[src/rtl/rotary_pkg.sv]
// Shared quadrature constants and the Gray-code transition classifier
// used by the rotary encoder front end.
package rotary_pkg;

    localparam logic DIR_CW  = 1'b1;
    localparam logic DIR_CCW = 1'b0;

    localparam logic [1:0] Q00 = 2'b00;
    localparam logic [1:0] Q01 = 2'b01;
    localparam logic [1:0] Q10 = 2'b10;
    localparam logic [1:0] Q11 = 2'b11;

    typedef struct packed {
        logic valid;
        logic dir;
        logic illegal;
    } qdec_t;

    // CW walks 00->10->11->01->00; a jump across the cycle is illegal.
    function automatic qdec_t next_dir(input logic [1:0] prev, input logic [1:0] cur);
        qdec_t r;
        r = '0;
        case ({prev, cur})
            {Q00, Q10}, {Q10, Q11}, {Q11, Q01}, {Q01, Q00}: begin
                r.valid = 1'b1;
                r.dir   = DIR_CW;
            end
            {Q00, Q01}, {Q01, Q11}, {Q11, Q10}, {Q10, Q00}: begin
                r.valid = 1'b1;
                r.dir   = DIR_CCW;
            end
            {Q00, Q11}, {Q11, Q00}, {Q01, Q10}, {Q10, Q01}: r.illegal = 1'b1;
            default: ;
        endcase
        return r;
    endfunction

endpackage

[src/rtl/debounce_filter.sv]
// Agreement filter: output follows din once FILT_LEN consecutive samples agree.
// Latency FILT_LEN edges from first sample; no backpressure, free-running.
module debounce_filter #(
    parameter int FILT_LEN = 4
) (
    input  logic clk,
    input  logic rst,
    input  logic din,
    output logic dout
);

    logic [FILT_LEN-1:0] shReg;
    logic [FILT_LEN-1:0] shNext;

    assign shNext = {shReg[FILT_LEN-2:0], din};

    always_ff @(posedge clk) begin
        if (rst) begin
            shReg <= '0;
            dout  <= 1'b0;
        end else begin
            shReg <= shNext;
            if (&shNext) begin
                dout <= 1'b1;
            end else if (~|shNext) begin
                dout <= 1'b0;
            end
        end
    end

endmodule

[src/rtl/rotary_decoder.sv]
// Rotary encoder front end: debounce, Gray decode, position counter, press detect.
// Outputs registered one edge after the filtered levels; no backpressure, pulses are fire-and-forget.
module rotary_decoder
    import rotary_pkg::*;
#(
    parameter int FILT_LEN  = 4,
    parameter int CNT_W     = 8,
    parameter int WRAP      = 1,
    parameter int X4        = 0,
    parameter int CTR_CLEAR = 0
) (
    input  logic             clk,
    input  logic             rst,
    input  logic             rot_a,
    input  logic             rot_b,
    input  logic             rot_ctr,
    output logic             a_filt,
    output logic             b_filt,
    output logic             ctr_filt,
    output logic             step,
    output logic             dir,
    output logic [CNT_W-1:0] count,
    output logic             press,
    output logic             err
);

    localparam logic [4:0] ARM_LEN = 5'(FILT_LEN + 1);
    localparam logic signed [CNT_W-1:0] CNT_MAX = {1'b0, {(CNT_W-1){1'b1}}};
    localparam logic signed [CNT_W-1:0] CNT_MIN = {1'b1, {(CNT_W-1){1'b0}}};

    logic [4:0]              armCnt;
    logic                    armed;
    logic [1:0]              prevAb;
    logic [1:0]              curAb;
    logic                    prevCtr;
    logic                    seqVld;
    logic                    seqDir;
    qdec_t                   qd;
    logic                    stepNxt;
    logic                    dirNxt;
    logic                    errNxt;
    logic                    pressNxt;
    logic signed [CNT_W-1:0] cnt;
    logic signed [CNT_W-1:0] cntNxt;

    debounce_filter #(.FILT_LEN(FILT_LEN)) uFiltA (.clk(clk), .rst(rst), .din(rot_a),   .dout(a_filt));
    debounce_filter #(.FILT_LEN(FILT_LEN)) uFiltB (.clk(clk), .rst(rst), .din(rot_b),   .dout(b_filt));
    debounce_filter #(.FILT_LEN(FILT_LEN)) uFiltC (.clk(clk), .rst(rst), .din(rot_ctr), .dout(ctr_filt));

    assign armed = (armCnt == ARM_LEN);
    assign curAb = {a_filt, b_filt};
    assign qd    = next_dir(prevAb, curAb);
    assign count = cnt;

    // In detent mode a step needs the transition into 00 to continue the
    // direction of the one before it, so a mid-cycle reversal is ignored.
    always_comb begin
        stepNxt  = 1'b0;
        dirNxt   = dir;
        errNxt   = 1'b0;
        pressNxt = 1'b0;
        cntNxt   = cnt;
        if (armed) begin
            errNxt   = qd.illegal;
            pressNxt = ctr_filt & ~prevCtr;
            if (qd.valid && (X4 != 0 || (curAb == Q00 && seqVld && seqDir == qd.dir))) begin
                stepNxt = 1'b1;
                dirNxt  = qd.dir;
            end
        end
        if (stepNxt) begin
            if (dirNxt == DIR_CW) begin
                if (WRAP != 0 || cnt != CNT_MAX) cntNxt = cnt + CNT_W'(1);
            end else begin
                if (WRAP != 0 || cnt != CNT_MIN) cntNxt = cnt - CNT_W'(1);
            end
        end
        if (pressNxt && CTR_CLEAR != 0) cntNxt = '0;
    end

    always_ff @(posedge clk) begin
        if (rst) begin
            armCnt  <= '0;
            prevAb  <= Q00;
            prevCtr <= 1'b0;
            seqVld  <= 1'b0;
            seqDir  <= DIR_CCW;
            step    <= 1'b0;
            dir     <= 1'b0;
            err     <= 1'b0;
            press   <= 1'b0;
            cnt     <= '0;
        end else begin
            prevAb  <= curAb;
            prevCtr <= ctr_filt;
            step    <= stepNxt;
            dir     <= dirNxt;
            err     <= errNxt;
            press   <= pressNxt;
            cnt     <= cntNxt;
            if (!armed) begin
                armCnt <= armCnt + 5'd1;
                seqVld <= 1'b0;
            end else if (qd.illegal) begin
                seqVld <= 1'b0;
            end else if (qd.valid) begin
                seqVld <= 1'b1;
                seqDir <= qd.dir;
            end
        end
    end

endmodule

[config.mk]
export PLATFORM = sky130hd
export DESIGN_NAME = rotary_decoder
export DESIGN_NICKNAME = d
export VERILOG_FILES = /design/src/rtl/rotary_pkg.sv /design/src/rtl/debounce_filter.sv /design/src/rtl/rotary_decoder.sv
export SDC_FILE = /design/constraint.sdc
export NUM_CORES = 1
export LEC_CHECK = 0
export BUFFER_PORTS_ARGS = -buffer_cell sky130_fd_sc_hd__buf_4
export CORE_ASPECT_RATIO = 1.75
export CORE_MARGIN = 4
export CORE_UTILIZATION = 43
export DETAILED_ROUTE_END_ITERATION = 10
export SLEW_MARGIN = 20
export SYNTH_ARGS = -nofsm -noshare
export SYNTH_HDL_FRONTEND = slang
export SYNTH_HIERARCHICAL = 1
export SYNTH_SLANG_ARGS = --single-unit
[constraint.sdc]
create_clock -name clk -period 4.78 [get_ports clk]
set_input_delay 0.239 -clock clk [delete_from_list [all_inputs] [get_ports clk]]
set_output_delay 0.239 -clock clk [all_outputs]
set_load 0.02 [all_outputs]
After elaboration in Yosys (flattened, before gate mapping). Cells that the tools add are included.

Register bits after elaboration: 34. Input port bits: 5. Word-level logic and storage cells: 69.

$add $sub $neg: 3. Equality and inequality tests: 17. Muxes and demuxes: 13. Bitwise logic cells: 4. Reduce and logical (&&, ||, !) cells: 16.

Operators with widths (count): $eq 4x4->1 const B (6); $reduce_or 4->1 (6); $eq 4x3->1 const B (3); $reduce_and 4->1 (3); $mux 1 (11); $add 8x2->8 const B (1); $eq 4x2->1 const B (2); $mux 8 (1); $sub 8x2->8 const B (1); $ne 2x1->1 const B (3); $add 5x1->5 const B (1); $eq 5x3->1 const B (1); $eq 4x1->1 const B (1); $pmux 2 s2 (1); $logic_and 1x1->1 (3); $not 1->1 (3); $reduce_and 3->1 (1); $reduce_or 3->1 (1); $logic_not 2->1 (1); $reduce_or 2->1 (1); $and 1x1->1 (1); $eq 1x1->1 (1).

Longest topological paths before layout.
Depth after elaboration: 9. Depth in mapped cells: 14.

By module. The synthesis kept the hierarchy.

By module, submodules not included: rotary_decoder (times used 1, cells each 145, area each 1267.5 um^2, sequential area each 440.4 um^2); debounce_filter (times used 3, cells each 10, area each 126.4 um^2, sequential area each 80.1 um^2).

Worst setup path after synthesis. OpenSTA, ideal clock, no wires.

Path type: register -> register. From: reg armCnt[0]. To: reg cnt[5] (netlist: count[5]). Arrival time: 3.302 ns. Setup slack: 1.413 ns. Stages on the path, launching flop included: 13. Period minus slack after synthesis: 3.367 ns. Cells stage by stage: dfxtp_1 -> ha_1 -> nand4bb_1 -> or4b_1 -> buf_2 -> o31a_1 -> o22ai_1 -> ha_1 -> clkbuf_1 -> or4b_2 -> o2111ai_1 -> mux2i_1 -> nor2_1.

Word-level cells in the longest chain between the ends: 3. Elaborated cells on any way between the ends: 4. Those cells by class: eq/ne (1); mux (3).

Ends and longest elaborated chain: start, declared (RTL line rotary_decoder.sv:31) `logic [4:0] armCnt;`; start signal, assigned (RTL line rotary_decoder.sv:102) `armCnt <= armCnt + 5'd1;`; $eq 5x3->1 * (RTL line rotary_decoder.sv:50) `assign armed = (armCnt == ARM_LEN);`; $mux 1 (RTL line rotary_decoder.sv:63) `if (armed) begin`; $mux 8 (RTL line rotary_decoder.sv:72) `if (dirNxt == DIR_CW) begin`; end signal, assigned (RTL line rotary_decoder.sv:100) `cnt <= cntNxt;`; end, declared (RTL line rotary_decoder.sv:43) `logic signed [CNT_W-1:0] cnt;`.

Every way passes the cells marked *; elsewhere a longest branch is shown, timed or not. A chain may end at the register's enable or synchronous reset.

Worst setup path after layout.
From: reg armCnt[0]. To: reg cnt[7] (netlist: count[7]).

Same word-level chain as after synthesis.

==> flow_summary.yaml <==
clock_network:
  cts_max_level: 2
  post_cts_buffers: 0
  ctsHoldBuffers: 0
  clkSinkCount: 34
  path_clk_slew_ns: 0.07
  cts_buffer_depth: 2
  clock_latency_ns: 0.29
  cts-resized-gates: 0
  cts_tree: "yes"
  cts-buffers-inserted: 5
  cts-root-buf: "clkbuf_8"
layout:
  filler_cell_count: 340
  syn2layout_area_growth_pct: 17.2
  drive_gt1_share_pct: 17.2
  fin_util_pct: 52.6
  nets: 211
  insertedDiodeCount: 0
  fin_cells: 244
drt:
  ant_nets: 0
  post_drt_wl_per_cell_microns: 14.2
  dr.pass1.iters: 4
  routed_wl_microns: 3470
  drt-initial-drc-count: 36
  num_vias: 1367
  drc_errors: 0
  drt-vias-per-instance: 5.60
timing:
  maxSlewViolCount: 0
  max_freq_ghz: 0.266
  post-route-period-util_pct: 78.7
  clock_skew_ns: 0.00772
  tns_ns: 0
  period_minus_slack_ns: 3.76
  relSlewSlack_pct: 54.4
  worst_pin_slew_ns: 0.684
  setup_viol: 0
  rsz0062_at_grt: "false"
  fin_hold_ws_ns: 0.192
  hold_viol: 0
global_routing:
  antenna_found_initial: 0
  overflow: 0
  grt_pass1_vias: 1395
  grt_pass1_wl_microns: 6100
  grt_max_degree: 38
  grt.total_usage_pct: 16.5
power_and_ir_drop:
  seqPwrFrac_pct: 55.0
  pwr_density_cell_nw_per_um2: 280
  p_int_mw: 0.416
  p_leak_nw: 0.763
  vdd_drop_max_mv: 0.176
  sw_frac_of_total_pct: 23.0
  clkPwrFrac_pct: 41.0
  p_sw_mw: 0.124
  combinationalPowerShare_pct: 4.0
  total_power_mw: 0.540
critical_path:
  reg2reg_depth: 11
  timing.rr.start: "armCnt[0]"
  crit_path_end_kind: "flop"
  startpoint_type: "flop"
  path_class: "flop to flop"
  rrSetupSlack_ns: 1.02
  cp_max_fo: 8
  r2r-end: "count[7]"
  critPathRequiredTime_ns: 4.95
  cp_data_arrival_time_ns: 3.93
floorplan:
  ioPinCount: 20
  dieArea_sq_um: 4920
  rows: 29
  fp.dieW_microns: 54.8
  start_util_pct: 44.9
  core_sq_um: 3660
  die-height_microns: 89.9
worst_hold_path:
  holdCritPathClass: "input port to flop"
  holdCritStartpoint: "rot_ctr"
  hold_depth: 2
  min_to: "uFiltC/shReg[0]"
synth:
  synth_top_area_share_pct: 41.3
  ys.warnings.count: 6
  yosysSeqAreaShare_pct: 41.3
  syn-cell-area_sq_um: 1650
  synth_area_leaders: "dfxtp_1, ha_1, nor2b_1"
  syn_area_per_cell_sq_um: 9.41
  yosysTopAreaCell: "dfxtp_1"
  async_flop_share_pct: 0
  synth-edff-count: 0
  syn-instance-count: 175
  ys.flop_type: "dfxtp_1"
  synth_fp_nets: 189
  synth.distinct_cells: 36
  yosys_register_bits: 34
outcome:
  status: "complete, no violations"
placed_design:
  globalplace.congestion: 0.867
  dp_cells: 236
  dp_hpwl_microns: 2440
  port_buffers: 19
flow_run:
  cap_violations: 0
==> cell type report <==
type                       count  area (sq um)  share of cell area (%)
tap                           46          57.6                    2.98
clock inverter                 2          12.5                   0.649
sequential                    34           681                    35.3
inverter                       4          15.0                   0.778
multi-input combinational    132           931                    48.2
timing repair buffer          20           150                    7.78
clock buffer                   6          82.6                    4.28
==> cells by family after synthesis <==
kind of cell / after synthesis / synth area share (%)
compound gates: 37 / 16.3
xor+xnor: 14 / 7.45
fa+ha+maj: 9 / 7.30
buf+inv: 9 / 2.13
flops: 34 / 41.3
mux: 4 / 2.43
simple gates: 68 / 23.1
==> worst max-delay path, cell delays in order (launching register included) <==
cell	delay, ns
dfxtp_1	0.39
ha_1	0.16
nand4bb_1	0.12
or4b_1	0.61
o31a_1	0.28
o22ai_1	0.54
ha_1	0.37
a211oi_1	0.46
o211ai_1	0.27
nand3_1	0.12
nand4b_1	0.12
nand3b_1	0.19
==> stage by stage <==
step,worst slack [ns],area (sq um)
after floorplan,1.41,1650
after global placement,1.21,1830
after detailed placement,1.04,1830
after CTS,1.04,1930
after global routing,0.748,1930
final,1.02,1930
==> power by group through the flow <==
stage	Combinational (mW)	Clock (mW)	Sequential [mW]
6_report	0.0216	0.221	0.297
5_1_grt	0.0247	0.243	0.298
3_3_place_gp	0.0210	0	0.303
3_5_place_dp	0.0215	0	0.304
4_1_cts	0.0218	0.225	0.297
2_1_floorplan	0.0134	0	0.302
==> sequential cells by signal, summed over array words and instances (netlist names), 2 cells and up <==
| signal | flops |
|---|---|
| uFiltA/shReg | 3 |
| uFiltC/shReg | 3 |
| count | 8 |
| prevAb | 2 |
| uFiltB/shReg | 3 |
| armCnt | 5 |
==> cell usage after synthesis (2+ instances only) <==
| cell type | n |
|---|---|
| xnor2_1 | 8 |
| a21oi_1 | 12 |
| clkbuf_1 | 4 |
| or4b_2 | 2 |
| xor2_1 | 6 |
| nand3b_1 | 2 |
| dfxtp_1 | 34 |
| o211ai_1 | 3 |
| inv_1 | 4 |
| nor2b_1 | 14 |
| nand4_1 | 5 |
| nor2_1 | 18 |
| ha_1 | 8 |
| o21ai_0 | 8 |
| nand2_1 | 7 |
| nand2b_1 | 2 |
| nor3b_1 | 2 |
| o41ai_2 | 3 |
| a21o_1 | 2 |
| nor3_1 | 5 |
| mux2i_1 | 4 |
| nand3_1 | 4 |
| a211oi_1 | 5 |
==> metal layers <==
metal,global-route usage [%],up-vias,share of wire [%]
li1,-,673,-
met1,18.0,647,40
met2,26.5,35,52
met3,5.46,12,5.0
met4,9.15,0,3.2
met5,0,-,0
==> worst max path at each step <==
stage	from	endpoint	cells past startpoint
floorplan	armCnt[0]	count[5]	12
global placement	armCnt[0]	count[6]	11
detailed placement	armCnt[0]	count[7]	11
CTS	armCnt[0]	count[7]	11
global route	armCnt[0]	count[6]	11
finish	armCnt[0]	count[7]	11
==> cells in the final DEF (no fill, tap or decap), types with 2 or more instances in the layout <==
master	netlist	final
o211ai_1	3	3
nand3_1	4	4
nor2_1	18	18
nand4_1	5	5
mux2i_1	4	4
clkbuf_8	0	6
nor3_1	5	5
xnor2_1	8	8
nor2b_1	14	14
nand3b_1	2	2
nand2b_1	2	2
a21oi_1	12	12
a21o_1	2	2
o41ai_2	3	3
or4b_2	2	2
a211oi_1	5	5
buf_4	0	20
ha_1	8	8
inv_1	4	4
xor2_1	6	6
nand2_1	7	7
o21ai_0	8	8
nor3b_1	2	2
dfxtp_1	34	34
Power figures use the tool's default switching activity.
